**src/rtl/instruction_fetch.sv**
```systemverilog
// IF-stage fetch initiator: owns the PC, drives the synchronous instruction memory,
// and pairs each returned word with its PC for decode under a valid/stall handshake.
module instruction_fetch #(
    parameter int ADDR_WIDTH = 32,
    parameter int DATA_WIDTH = 32,
    parameter logic [ADDR_WIDTH-1:0] RESET_PC = '0
) (
    input  logic                  clock,
    input  logic                  reset_n,
    output logic [ADDR_WIDTH-1:0] mem_address,
    input  logic [DATA_WIDTH-1:0] mem_data,
    input  logic                  stall,
    input  logic                  redirect_valid,
    input  logic [ADDR_WIDTH-1:0] redirect_target,
    output logic [DATA_WIDTH-1:0] instr_out,
    output logic [ADDR_WIDTH-1:0] instr_pc,
    output logic                  instr_valid,
    output logic [31:0]           fetch_count
);

    localparam logic [ADDR_WIDTH-1:0] PC_STEP = ADDR_WIDTH'(1);

    logic [ADDR_WIDTH-1:0] pc;
    logic [ADDR_WIDTH-1:0] inflight_pc;
    logic                  inflight_valid;
    logic                  hold;
    logic                  accept;

    // A stall only freezes fetch when there is a word to hold; an empty pipe keeps fetching.
    assign hold        = stall && inflight_valid;
    assign instr_valid = inflight_valid && !redirect_valid;
    assign accept      = instr_valid && !stall;
    assign instr_out   = mem_data;
    assign instr_pc    = inflight_pc;

    always_comb begin
        mem_address = pc;
        if (redirect_valid) begin
            mem_address = redirect_target;
        end else if (hold) begin
            mem_address = inflight_pc;
        end
    end

    always_ff @(posedge clock or negedge reset_n) begin
        if (!reset_n) begin
            pc             <= RESET_PC;
            inflight_pc    <= RESET_PC;
            inflight_valid <= 1'b0;
            fetch_count    <= '0;
        end else begin
            if (accept) begin
                fetch_count <= fetch_count + 32'd1;
            end
            if (redirect_valid) begin
                inflight_pc    <= redirect_target;
                inflight_valid <= 1'b1;
                pc             <= redirect_target + PC_STEP;
            end else if (!hold) begin
                inflight_pc    <= pc;
                inflight_valid <= 1'b1;
                pc             <= pc + PC_STEP;
            end
        end
    end

endmodule

```
**config.mk**
```make
export PLATFORM = sky130hd
export DESIGN_NAME = instruction_fetch
export DESIGN_NICKNAME = d
export VERILOG_FILES = /design/src/rtl/instruction_fetch.sv
export SDC_FILE = /design/constraint.sdc
export NUM_CORES = 1
export LEC_CHECK = 0
export BUFFER_PORTS_ARGS = -buffer_cell sky130_fd_sc_hd__clkbuf_2
export CORE_ASPECT_RATIO = 0.8
export CORE_MARGIN = 2
export CORE_UTILIZATION = 55
export DETAILED_ROUTE_END_ITERATION = 8
export PLACE_DENSITY = 0.94
export SETUP_SLACK_MARGIN = 0.5
export SYNTH_ARGS = -nofsm -noshare
export SYNTH_HDL_FRONTEND = slang
export SYNTH_SLANG_ARGS = --single-unit
```
**constraint.sdc**
```tcl
create_clock -name clock -period 5.5 [get_ports clock]
set_input_delay 1.1 -clock clock [delete_from_list [all_inputs] [get_ports clock]]
set_output_delay 1.1 -clock clock [all_outputs]
set_load 0.005 [all_outputs]
```
Yosys cells after proc, flatten, opt, wreduce, memory -nomap -nowiden
Index checks and enable logic that the tools add are counted.
{"block": "totals", "ram_bits": 0, "latchBits": 0, "regBits": 97, "memories": 0, "out_inout_bits": 129, "elab_cells": 19, "romBits": 0}
{"block": "classes", "n_addsub": 3, "reduce_logical": 5, "magnitude_cmp": 0, "muxes": 6, "div": 0, "shift": 0, "n_eq_ne": 1, "multipliers": 0, "bitwise_logic": 0}
{"operator": "two-way mux 32 bit", "n": 4}
{"operator": "adder 32 x 1 -> 32 bit (second input constant)", "n": 3}
{"operator": "logical AND 1 bit", "n": 3}
{"operator": "zero test 1 bit", "n": 2}
{"operator": "two-way mux 1 bit", "n": 2}
{"operator": "!= test 2 bit (second input constant)", "n": 1}

Logic depth before layout (Yosys ltp)
{"block": "depth", "ltp_word": 3, "mapped_depth": 17, "ltp_nobuf": 9}

Least setup slack after synthesis
Ideal clock, no wire load.
{"block": "synth_timing", "path_kind": "input-to-reg", "startpoint": "input port redirect_valid", "endpoint": "register pc[30]", "required_time_ns": 5.423, "arrival_time_ns": 4.446, "path_buffers": 8, "setup_slack_ns": 0.977, "stages": 17, "setup_ns": 0.077, "cell_sequence": "buf_6 > buf_6 > buf_2 > buf_2 > buf_2 > clkbuf_1 > clkbuf_1 > nand2_1 > o21ai_0 > ha_1 > inv_1 > a221oi_1 > and4_1 > clkbuf_1 > and4b_1 > mux2_2 > a21oi_1"}
{"block": "synth_via", "elab_chain_len": 1}
{"element": "start, declared", "line": "13", "source": "input logic redirect_valid,"}
{"element": "!= test 2 bit (no source line) / two-way mux 32 bit (equally long branches)"}
{"element": "end signal, assigned", "line": "58", "source": "pc <= redirect_target + PC_STEP;"}
{"element": "end signal, assigned", "line": "62", "source": "pc <= pc + PC_STEP;"}
{"element": "end, declared", "line": "23", "source": "logic [ADDR_WIDTH-1:0] pc;"}
Parallel ways exist; a longest one is shown, timed or not.
A chain may end at the register's enable or synchronous reset.

Worst setup path after layout
{"block": "layout_timing", "startpoint": "input port redirect_valid", "endpoint": "output port mem_address[30]"}
{"block": "layout_via", "elab_chain_len": 1}
{"element": "two-way mux 32 bit"}
{"element": "end, declared", "line": "10", "source": "output logic [ADDR_WIDTH-1:0] mem_address,"}
No other way between the ends.

==> qor.csv <==
metric,value,unit
antenna violations before repair,0,
Max Cap Viol,0,
WP data required,4.40,ns
Tcrit/Tclk final,0.769,
worst slew pin tran,1.15,ns
Clk Tree Root Cell,clkbuf_16,
Reg power frac,0.464,
Post-CTS Hold Fix Bufs,0,
PwrDens,281,mW/mm^2
number of port buffers,132,
clock power share,0.362,
initial DRC count,426,
DRT Wirelength,14200,um
H-tree Lvls,3,
Post-Layout Cell Count,849,
DR vias/cell,5.86,
Global Route Usage Sum,0.247,
via count,4974,
Max Root-Sink Buffers,2,
worst min-delay path category,register to register,
gr ovfl total,0,
Die ar.,0.0114,sq mm
hold path start,fetch_count[31],
commonest register cell after synthesis,dfrtp_1,
hold path cells,1,
Static Leak,2.94,nW
DPL Wire Length,10000,um
largest cells by area after synthesis,"dfrtp_1 42%, xnor2_1 8.6%, mux2i_1 8.3%, nand2_1 4.8%, o21ai_0 4.4%",
share of flip-flops with an asynchronous set or reset,1.00,
Post-DP Area,0.00629,sq mm
CTS buffer count,9,
"FF+latch count, synth",97,
latest clock arrival within the worst-skew pair,0.35,ns
Resized Gates After CTS,0,
# placed instances,833,
Gate power share,0.174,
post-layout minimum cycle time,4.23,ns
status,finished clean,
num ports,197,
post-synth top area share,0.419,
Pre-antenna DRT Iters,5,
nets,774,
cell count after synthesis,618,
FMAX,236,MHz
pin count of the biggest net entering global routing,99,
CTS tree,yes,
Synthesized Nets,688,
hold_ws,0.489,ns
area grow syn2layout,14.1,%
Die Wd,119,um
Initial Utilization,0.565,
Num Clock Sinks,97,
row count,33,
sw frac,0.285,
Slew headroom,0.231,
setup TNS,0,ns
Post-synth EDFFs,0,
GP Congestion,0.878,
Pins Over Slew Limit,0,
peak supply drop,0.230,mV
Avg Inst Size Synth,9.37,sq um
core area,0.0102,sq mm
Final Hold Fails,0,
Worst Setup End Kind,output pin,
chip height,95.8,um
CP Launch Type,input port,
layout cells sized above 1,0.236,
cell taking the most area after synthesis,dfrtp_1,
RSZ-0062 raised after global routing,no,
Routed Antenna Nets,0,
Post-CTS Setup Bufs,0,
Critical Path AT,3.13,ns
reg-to-reg endpoint,pc[30],
Synthesis Warnings,0,
reg2reg start,pc[0],
fin area,0.00661,sq mm
Synth cell types,44,
Routed wire per std cell,16.8,um
post-layout util,0.645,
first-pass GRT wire length,22400,um
P_sw,0.530,mW
drc violations,0,
Worst R2R Setup Slack,2.75,ns
WHS Endpoint,fetch_count[31],
clk_skew,0.00701,ns
"CTS clk-pin slew, worst paths",0.06,ns
worst-path fanout max,98,
vias in the first global route,4511,
Crit Path Category,input port to output pin,
final setup fails,0,
post-synthesis sequential area ratio,0.419,
post-synth design cell area,0.00579,sq mm
Diodes inserted,0,
Pint,1.33,mW
worst r2r path cells,10,
worst max-delay path by stage:
stage / from / endpoint / slack [ns]
CTS: redirect_valid / mem_address[30] / 1.33
global placement: redirect_valid / mem_address[30] / 1.47
detailed placement: redirect_valid / pc[27] / 1.32
finish: redirect_valid / mem_address[30] / 1.27
floorplan: redirect_valid / pc[30] / 0.98
global route: redirect_valid / mem_address[30] / 1.11
state kept, by name, summed over array words and instances, names as in the netlist:
name	cells
pc	32
fetch_count	32
instr_pc	32
inflight_valid	1
routing by layer:
layer	vias up	routed length, um	share of wire	track usage
met5	-	0	0	0
li1	2331	-	-	-
met4	0	503	0.035	0.114
met1	2328	6190	0.43	0.336
met2	258	6420	0.45	0.375
met3	57	1130	0.079	0.0610
kinds of logic after synthesis:
logic type,count (synthesis),share of synthesized area
buffers and inverters,70,0.0709
flip-flops,97,0.419
other,1,0.000648
multiplexers,50,0.0869
XOR/XNOR,79,0.120
adder cells (fa/ha/maj),2,0.00432
AND/OR/NAND/NOR,227,0.206
AO/OA/AOI/OAI,92,0.0927
synthesized netlist by cell type, types with 2 or more instances:
| master | n |
|---|---|
| dfrtp_1 | 97 |
| nand2_1 | 74 |
| xnor2_1 | 57 |
| o21ai_0 | 51 |
| mux2i_1 | 48 |
| nand3_1 | 44 |
| buf_4 | 32 |
| nor2_1 | 29 |
| xor2_1 | 22 |
| clkbuf_1 | 18 |
| nand4_1 | 18 |
| a22oi_1 | 15 |
| a21oi_1 | 14 |
| nand3b_1 | 13 |
| nor3_1 | 9 |
| inv_1 | 8 |
| nor4_1 | 6 |
| and2_1 | 5 |
| and3_1 | 5 |
| buf_1 | 5 |
| nor3_2 | 5 |
| buf_2 | 4 |
| nand4b_1 | 4 |
| nor2b_1 | 4 |
| a222oi_1 | 3 |
| a31oi_1 | 3 |
| and4_1 | 3 |
| buf_6 | 3 |
| ha_1 | 2 |
| mux2_2 | 2 |
| nand3_2 | 2 |
per-stage QoR:
stage	power (mW)	setup slack, ns
floorplan	1.06	0.977
global placement	1.18	1.47
detailed placement	1.20	1.32
CTS	1.86	1.33
global route	1.94	1.11
finish	1.86	1.27
cell usage in the layout, fill, tap and decap left out, drive strengths merged, types with 2 or more instances in the layout:
cell type	n
dfrtp	97
clkinv	2
a222oi	3
and2	5
clkinvlp	2
nand3b	13
inv	9
o21ai	51
and3	5
and4	3
clkbuf	139
nor2	29
nand4	19
nor4	7
a22oi	15
xnor2	57
a21oi	14
mux2i	48
bufinv	2
ha	2
nor2b	4
mux2	2
a31oi	3
xor2	22
nor3	14
nand4b	4
nand2	74
buf	7
nand3	46
worst max-delay path, stage by stage:
cell and delay, ns:
buf_4 0.66, inv_1 0.66, nor2_1 0.40, a31oi_1 0.10, clkbuf_2 0.19
cell type report:
type	count	area, sq um
fillers	860	3630
multi-input cells	451	2950
flip-flops and latches	97	2430
repair buffers	137	703
clock buffers	9	225
well taps	140	175
clock inverters	7	93.8
inverters	8	30.0
power by group through the flow:
| stage | clock network (mW) | registers [mW] | logic (mW) |
|---|---|---|---|
| after global placement | 0 | 0.869 | 0.312 |
| after global routing | 0.709 | 0.872 | 0.360 |
| after floorplan | 0 | 0.858 | 0.197 |
| after CTS | 0.677 | 0.860 | 0.325 |
| final | 0.672 | 0.862 | 0.323 |
| after detailed placement | 0 | 0.873 | 0.322 |
Note: power is estimated with default switching activity, not from simulation.
